[config.mk]
export PLATFORM = sky130hd
export DESIGN_NAME = print_output_unit
export DESIGN_NICKNAME = d
export VERILOG_FILES = /design/src/rtl/print_output_unit.sv
export SDC_FILE = /design/constraint.sdc
export NUM_CORES = 1
export LEC_CHECK = 0
export ABC_AREA = 1
export BUFFER_PORTS_ARGS = -buffer_cell sky130_fd_sc_hd__buf_2
export CAP_MARGIN = 5
export CORE_ASPECT_RATIO = 0.8
export CORE_MARGIN = 10
export CORE_UTILIZATION = 45
export DETAILED_ROUTE_END_ITERATION = 7
export HOLD_SLACK_MARGIN = 0.08
export PLACE_DENSITY_LB_ADDON = 0.12
export SETUP_SLACK_MARGIN = 0.5
export SLEW_MARGIN = 10
export SYNTH_ARGS = -nofsm -noshare
export SYNTH_HDL_FRONTEND = slang
export SYNTH_SLANG_ARGS = --single-unit
[constraint.sdc]
create_clock -name clk -period 8.86 [get_ports clk]
set_input_delay 0.886 -clock clk [delete_from_list [all_inputs] [get_ports clk]]
set_output_delay 0.886 -clock clk [all_outputs]
set_load 0.1 [all_outputs]
[src/rtl/print_output_unit.sv]
`default_nettype none
// ============================================================================
// Module   : print_output_unit
// Brief    : Buffers datapath print values in a FIFO and shows each one as
//            decimal BCD using an iterative double-dabble converter.
//            Optional macro PRINT_SIGNED_EN: values are two's-complement.
// Revision : 1.0 - initial release
// ============================================================================
module print_output_unit #(
    parameter int DEPTH       = 8,
    parameter int HOLD_CYCLES = 4
) (
    input  logic                   clk,
    input  logic                   reset,
    input  logic                   print,
    input  logic                   pause,
    input  logic [31:0]            ALU_result,
    output logic [39:0]            digits,
    output logic                   negative,
    output logic                   display_valid,
    output logic                   busy,
    output logic [$clog2(DEPTH):0] pending,
    output logic                   overflow
);
    localparam int              c_AW        = $clog2(DEPTH);
    localparam logic [c_AW:0]   c_FULL      = (c_AW+1)'(DEPTH);
    localparam logic [c_AW:0]   c_CNT_ONE   = (c_AW+1)'(1);
    localparam logic [c_AW-1:0] c_PTR_ONE   = (c_AW)'(1);
    localparam logic [31:0]     c_HOLD_LAST = 32'(HOLD_CYCLES - 1);

    localparam logic [1:0] c_ST_IDLE    = 2'd0;
    localparam logic [1:0] c_ST_CONVERT = 2'd1;
    localparam logic [1:0] c_ST_SHOW    = 2'd2;

    logic [31:0]     r_mem [DEPTH];
    logic [c_AW-1:0] r_wr_ptr;
    logic [c_AW-1:0] r_rd_ptr;
    logic [c_AW:0]   r_count;
    logic            r_overflow;
    logic [1:0]      r_state;
    logic [71:0]     r_shift;
    logic [4:0]      r_iter;
    logic [31:0]     r_hold;
    logic [39:0]     r_digits;
    logic            r_display_valid;

    logic        w_push_req;
    logic        w_full;
    logic        w_pop;
    logic        w_push;
    logic        w_drop;
    logic        w_conv_done;
    logic [31:0] w_head;
    logic [31:0] w_mag;
    logic [71:0] w_adj;
    logic [71:0] w_next;

    assign w_push_req  = print && !pause;
    assign w_full      = (r_count == c_FULL);
    assign w_pop       = (r_state == c_ST_IDLE) && (r_count != '0);
    // A pop in the same cycle frees a slot, so a full FIFO can still accept.
    assign w_push      = w_push_req && (!w_full || w_pop);
    assign w_drop      = w_push_req && w_full && !w_pop;
    assign w_head      = r_mem[r_rd_ptr];
    assign w_conv_done = (r_state == c_ST_CONVERT) && (r_iter == 5'd31);

    always_ff @(posedge clk) begin
        if (reset) begin
            r_wr_ptr   <= '0;
            r_rd_ptr   <= '0;
            r_count    <= '0;
            r_overflow <= 1'b0;
        end else begin
            if (w_push) r_wr_ptr <= r_wr_ptr + c_PTR_ONE;
            if (w_pop)  r_rd_ptr <= r_rd_ptr + c_PTR_ONE;
            if (w_push && !w_pop)      r_count <= r_count + c_CNT_ONE;
            else if (!w_push && w_pop) r_count <= r_count - c_CNT_ONE;
            if (w_drop) r_overflow <= 1'b1;
        end
    end

    always_ff @(posedge clk) begin
        if (w_push && !reset) r_mem[r_wr_ptr] <= ALU_result;
    end

    // Add-3 correction on every BCD nibble, then shift the whole register.
    for (genvar gi = 0; gi < 10; gi++) begin : g_nibble
        logic [3:0] w_nib;
        assign w_nib = r_shift[32 + 4*gi +: 4];
        assign w_adj[32 + 4*gi +: 4] = (w_nib >= 4'd5) ? (w_nib + 4'd3) : w_nib;
    end
    assign w_adj[31:0] = r_shift[31:0];
    assign w_next      = w_adj << 1;

`ifdef PRINT_SIGNED_EN
    logic r_sign;
    logic r_negative;

    assign w_mag = w_head[31] ? (~w_head + 32'd1) : w_head;

    always_ff @(posedge clk) begin
        if (reset) begin
            r_sign     <= 1'b0;
            r_negative <= 1'b0;
        end else begin
            if (w_pop)       r_sign     <= w_head[31];
            if (w_conv_done) r_negative <= r_sign;
        end
    end

    assign negative = r_negative;
`else
    assign w_mag    = w_head;
    assign negative = 1'b0;
`endif

    always_ff @(posedge clk) begin
        if (reset) begin
            r_state         <= c_ST_IDLE;
            r_shift         <= '0;
            r_iter          <= '0;
            r_hold          <= '0;
            r_digits        <= '0;
            r_display_valid <= 1'b0;
        end else begin
            case (r_state)
                c_ST_IDLE: begin
                    if (w_pop) begin
                        r_shift <= {40'd0, w_mag};
                        r_iter  <= '0;
                        r_state <= c_ST_CONVERT;
                    end
                end
                c_ST_CONVERT: begin
                    r_shift <= w_next;
                    r_iter  <= r_iter + 5'd1;
                    if (w_conv_done) begin
                        r_digits        <= w_next[71:32];
                        r_display_valid <= 1'b1;
                        r_hold          <= '0;
                        r_state         <= c_ST_SHOW;
                    end
                end
                c_ST_SHOW: begin
                    if (r_hold == c_HOLD_LAST) r_state <= c_ST_IDLE;
                    else                       r_hold  <= r_hold + 32'd1;
                end
                default: r_state <= c_ST_IDLE;
            endcase
        end
    end

    assign digits        = r_digits;
    assign display_valid = r_display_valid;
    assign busy          = (r_state != c_ST_IDLE);
    assign pending       = r_count;
    assign overflow      = r_overflow;

endmodule
`default_nettype wire

==> results of run 1 <==
==> per-stage QoR <==
stage | hold WS, ps | std cells | util [%]
3_3_place_gp | 445 | 2553 | 47.3
3_5_place_dp | 452 | 2553 | 47.3
2_1_floorplan | 433 | 2012 | -
4_1_cts | 460 | 2634 | 51.1
6_report | 457 | 2634 | 51.1
5_1_grt | 483 | 2634 | 51.1
==> per-layer routing <==
layer  share of wire (%)  routed length, um
met3                 3.9               1670
met2                  46              19500
met5               0.064                 27
met4                 1.9                815
met1                  48              20200
==> where the power goes <==
| part | switching (mW) | internal [mW] |
|---|---|---|
| Sequential | 0.0959 | 2.16 |
| Combinational | 0.850 | 0.328 |
| Clock | 0.774 | 1.15 |
| Total | 1.72 | 3.64 |
==> area by class of cell <==
type / instances / area, um^2
Clock buffer: 54 / 1210
Tap cell: 544 / 681
Inverter: 181 / 681
Sequential cell: 422 / 11000
Multi-Input combinational cell: 1305 / 6220
Clock inverter: 27 / 314
Fill cell: 3775 / 19800
Timing Repair Buffer: 101 / 556
==> cell usage after synthesis <==
cell type | number | area (um^2)
fa_1 | 1 | 20.0
nor3_1 | 4 | 20.0
nand2_1 | 350 | 1310
nor2_4 | 1 | 11.3
inv_2 | 4 | 15.0
nor4_1 | 1 | 6.26
conb_1 | 1 | 3.75
or2_1 | 1 | 6.26
a31oi_1 | 1 | 6.26
dfxtp_1 | 166 | 3320
and2_1 | 2 | 12.5
inv_1 | 177 | 664
xor2_1 | 20 | 175
clkbuf_1 | 55 | 206
o21bai_1 | 22 | 165
nand3_2 | 1 | 10.0
o21ai_0 | 202 | 1010
buf_6 | 4 | 45.0
nor2_1 | 308 | 1160
o211ai_1 | 3 | 22.5
nand4_1 | 1 | 6.26
a21oi_1 | 156 | 781
nor2_2 | 6 | 37.5
o22ai_1 | 29 | 181
nor3b_1 | 1 | 7.51
edfxtp_1 | 256 | 7690
or2_2 | 13 | 81.3
o21ai_1 | 59 | 295
o21a_1 | 1 | 7.51
buf_1 | 11 | 41.3
buf_2 | 28 | 140
o21ai_4 | 1 | 16.3
ha_1 | 28 | 350
buf_4 | 6 | 45.0
nand3_1 | 92 | 460
==> state kept, by name (all words and copies together), names as in the netlist, named ones only <==
| register | count |
|---|---|
| r_wr_ptr | 3 |
| r_state | 2 |
| digits | 40 |
| overflow | 1 |
| r_iter | 5 |
| r_mem | 256 |
| pending | 4 |
| display_valid | 1 |
| r_rd_ptr | 3 |
| r_hold | 32 |
| r_shift | 72 |
==> tightest hold or removal path, stage by stage (launching register included) <==
cell	delay, ps
dfxtp_1	310
inv_1	50
a21oi_1	60
==> logic make-up (layout without fill, tap and decap cells) <==
family	after synthesis	count (layout)	synth area share, %
simple gates	781	781	17.1
xor+xnor	20	20	0.956
buf+inv	285	363	6.31
other cells	1	1	0.0205
flops	422	422	60.1
compound gates	474	474	13.6
fa+ha+maj	29	29	2.02
==> path summary, 6_finish.rpt <==
path	startpoint	end
max	r_state[0]	r_shift[31]
min	r_rd_ptr[2]	r_rd_ptr[2]
max reg2reg	r_state[0]	r_shift[31]
min reg2reg	r_rd_ptr[2]	r_rd_ptr[2]
==> key figures, run 1 <==
Run status
  – Status: finished clean

Drt
  – Vias per cell: 5.14
  – DRT Pass-1 Iters: 5
  – Wire per inst: 16.1 um
  – DR iter-0 viols: 1011
  – DR DRC count: 0
  – Post-DRT Antenna Nets: 0
  – Routed via count: 13500
  – Drt total wl: 42300 um

Clock network
  – H-Tree Depth: 2
  – Post-CTS setup buffers: 0
  – CTS Sinks: 422
  – CTS max path bufs: 3
  – Register clock-pin slew on the reported worst setup and hold paths: 60 ps
  – CTS tree: done
  – CTS Root Buffer Type: clkbuf_16
  – Worst-skew pair later-pin latency: 560 ps
  – Hold Buf Count CTS: 0
  – CTS resizes: 0
  – Cts bufs inserted: 44

Cells and area
  – Layout cells sized above 1: 9.86%
  – Fin area: 20700 um^2
  – # diodes: 0
  – NumNets Final: 2120
  – Area grow syn2layout: 12.8%
  – Commonest cells after routing, fill and taps aside: 349 x nand2_1, 303 x nor2_1, 256 x edfxtp_1
  – Most common cell after layout, fill and taps aside: nand2_1

Floorplan
  – Core Region: 40500 um^2
  – Cell row count: 66
  – DIE WIDTH: 246 um
  – Die height: 201 um
  – Full die area: 49300 um^2
  – Starting Density: 45.3%
  – IO Count: 84

STA
  – Final Max Slew Viols: 0
  – Post-Route Setup TNS: 0 ps
  – Final worst slack: 5240 ps
  – Worst slew pin tran: 1150 ps
  – Maximum clock frequency: 277 MHz
  – Final setup skew: 19.3 ps
  – RSZ-0062 raised after global routing: no
  – Final setup fails: 0
  – Minimum clock period: 3620 ps
  – Tcrit/Tclk final: 40.8%
  – Fin. Hold Viols: 0
  – Worst slew margin: 22.8%

Worst setup path
  – Critical path depth: 9
  – CP Launch Type: flip-flop
  – Critical Path, Cell by Cell: inv_2 > nor2_4 > inv_1 > nand2_1 > inv_2 > nand2_1 > o21ai_0 > inv_1 > a21oi_1
  – Critical path's top delay family: buffers and inverters
  – Slowest stage delay, CP: 970 ps
  – Critical path fanouts, max: 45
  – Worst Path Buf+Inv: 4
  – Crit path kind: flip-flop to flip-flop
  – Critical Path End Type: flip-flop
  – Worst Reg-to-Reg Cells: 9
  – WP data required: 9350 ps
  – Reg2reg setup slack: 5240 ps
  – Worst EP arrival: 4100 ps
  – CP max stage cell: nand2_1

GRT
  – GRT Max-Usage Layer: met2
  – Initial antenna violation count: 2
  – Vias in the first global route: 13000
  – Met3 Use GR: 2.69%
  – GRT met1 Usage: 23.5%
  – GRT Util Overall: 17.0%
  – GRT overflow: 0
  – First-pass GRT wire length: 69300 um
  – Pin count of the biggest net entering global routing: 91
  – Met2 Track Usage GR: 27.4%

Yosys
  – Distinct cells, synth: 35
  – Synthesis Warnings: 0
  – Post-synthesis cell count: 2012
  – Syn_nets: 2077
  – Mapped Area: 18300 um^2
  – Number of synthesized register bits: 422
  – Post-synthesis sequential area ratio: 60.1%
  – Post-synthesis average cell area: 9.11 um^2

Placed design
  – IO Port Bufs: 82
  – GPL Wtd Cong: 0.810
  – Pre-CTS setup slack: 5250 ps
  – HPWL Detailed: 24400 um
  – Placed cell area: 19200 um^2

Pwr
  – PnR Total Power: 5.36 mW
  – Pleak: 7.76 nW
  – Peak VDD IR: 0.000154 V
  – Pwr Density: 259 nW/um^2

Min path
  – Worst Hold Class: flip-flop to flip-flop
  – Worst Hold Path Cells: 2

Job
  – Max cap viols: 0
(Power assumes the default switching activity.)
==> inputs of run 2 (changes only) <==
==> constraint.sdc (replaced) <==
create_clock -name clk -period 3.7 [get_ports clk]
set_input_delay 0.37 -clock clk [delete_from_list [all_inputs] [get_ports clk]]
set_output_delay 0.37 -clock clk [all_outputs]
set_load 0.1 [all_outputs]
==> run 2 against run 1 <==
  * Die area is the same
  * Highest routed layer is now met4
  * Hold slack worse by 340 ps
  * Via count rose by 0.66%
  * Sequential power increased by 140%
  * Cell area grew 1.5%
==> key figures, run 2 (synthesized netlist as in run 1, its figures left out) <==
Cells and area
  – Reg area: 11000 um^2
  – Commonest cells after routing, fill and taps aside: 349 x nand2_1, 303 x nor2_1, 256 x edfxtp_1
  – Area grow syn2layout: 14.5%
  – Final Non-Filler Cells: 2670
  – Area of the multi-input gates: 6250 um^2
  – NumNets Final: 2155
  – Max FFs per register: 256
  – Utilization after layout: 51.9%
  – Most common cell after layout, fill and taps aside: nand2_1
  – Fin area: 21000 um^2
  – Fill count: 3755
  – Biggest register: r_mem
  – Layout cells sized above 1: 10.0%

Drt
  – Post-DRT Antenna Nets: 0
  – Vias per cell: 5.10
  – Drt total wl: 43400 um
  – DRT Pass-1 Iters: 6
  – Routed via count: 13600
  – DR iter-0 viols: 1000
  – DR DRC count: 0
  – Wire per inst: 16.3 um

STA
  – Tcrit/Tclk final: 72.7%
  – Final setup skew: 12.9 ps
  – Maximum clock frequency: 372 MHz
  – Final Max Slew Viols: 0
  – WHS: 112 ps
  – RSZ-0062 raised after global routing: no
  – Final worst slack: 1010 ps
  – Final setup fails: 0
  – Worst slew pin tran: 869 ps
  – Fin. Hold Viols: 0
  – Minimum clock period: 2690 ps
  – Post-Route Setup TNS: 0 ps
  – Worst slew margin: 42.0%

Worst setup path
  – Critical path's top delay family: simple AND/OR/NAND/NOR gates
  – WP data required: 3970 ps
  – Critical Path End Type: flip-flop
  – Critical Path Source: pending[0]
  – Critical path fanouts, max: 17
  – CP max stage cell: nor2_4
  – Critical R2R Launch: pending[0]
  – CP Launch Type: flip-flop
  – Worst Path Buf+Inv: 2
  – Crit path kind: flip-flop to flip-flop
  – Worst EP arrival: 2960 ps
  – Slowest stage delay, CP: 650 ps
  – Critical Path, Cell by Cell: nor2_1 > nand3_1 > nand3_2 > nand2_1 > nand2_1 > inv_1 > nand3_1 > nor2_4 > buf_12

Clock network
  – H-Tree Depth: 2
  – Post-CTS setup buffers: 0
  – Register clock-pin slew on the reported worst setup and hold paths: 60 ps
  – CTS max path bufs: 3
  – CTS resizes: 0
  – Cts bufs inserted: 43
  – CTS Root Buffer Type: clkbuf_16
  – CTS tree: done
  – Worst-skew pair later-pin latency: 570 ps
  – Hold Buf Count CTS: 25
  – CTS Sinks: 422

Pwr
  – Combinational Power Share: 23.5%
  – Sw Pwr: 4.11 mW
  – PnR Total Power: 12.7 mW
  – Pleak: 7.89 nW
  – Pwr Density: 605 nW/um^2
  – Seq pwr share: 42.0%
  – Pint: 8.60 mW
  – Peak VDD IR: 0.000403 V
  – Sw frac: 32.3%
  – Clock power share: 34.5%

GRT
  – Vias in the first global route: 13200
  – First-pass GRT wire length: 70600 um
  – Initial antenna violation count: 1
  – Pin count of the biggest net entering global routing: 73
  – GRT Util Overall: 17.6%
  – GRT overflow: 0

Placed design
  – GPL Wtd Cong: 0.823
  – Placed Cells: 2564
  – Placed cell area: 19300 um^2
  – IO Port Bufs: 82
  – Pre-CTS setup slack: 974 ps
  – HPWL Detailed: 25500 um

Floorplan
  – Cell row count: 66
  – DIE WIDTH: 246 um
  – Die height: 201 um
  – Core Region: 40500 um^2
  – IO Count: 84
  – Full die area: 49300 um^2
  – Starting Density: 45.3%

Run status
  – Status: finished clean

Job
  – Max cap viols: 0

Min path
  – Worst Hold Class: primary input to flip-flop
  – Hold_sp: ALU_result[3]
-- run 2: layer usage --
layer	part of all wire, %	vias up	global-route usage (%)	wire (um)
met5	0	-	0	0
met4	2.3	0	5.41	983
met3	4.5	64	2.99	1950
met2	45	257	28.3	19700
met1	48	6437	24.0	20800
li1	-	6872	-	-
-- run 2: final timing paths --
kind                            cells past startpoint             to  slack (ps)
worst max-delay path                                9    r_mem[5][7]        1010
worst min-delay path                                1    r_mem[0][3]         110
worst max register to register                      9    r_mem[5][7]        1010
worst min register to register                      1  display_valid         460
-- run 2: power groups by stage --
stage                     registers, mW  logic (mW)  clock network [mW]
after floorplan                    5.46        2.16                   0
after global placement             5.43        2.96                   0
after detailed placement           5.44        2.98                   0
after CTS                          5.34        3.02                4.51
after global routing               5.36        3.40                4.70
final                              5.33        2.98                4.39
-- run 2: final cells by class --
type	instances	area share, %
Tap cell	544	3.24
Multi-Input combinational cell	1305	29.8
Clock inverter	14	0.757
Timing Repair Buffer	137	4.47
Clock buffer	66	6.02
Antenna cell	1	0.0119
Inverter	181	3.24
Sequential cell	422	52.5
-- run 2: worst reg2reg max path: cells and delay by family, from the launching register on --
| kind | cells | cell delay (ps) |
|---|---|---|
| DFF | 1 | 460 |
| buffers and inverters | 2 | 410 |
| and+or+nand+nor | 7 | 1520 |
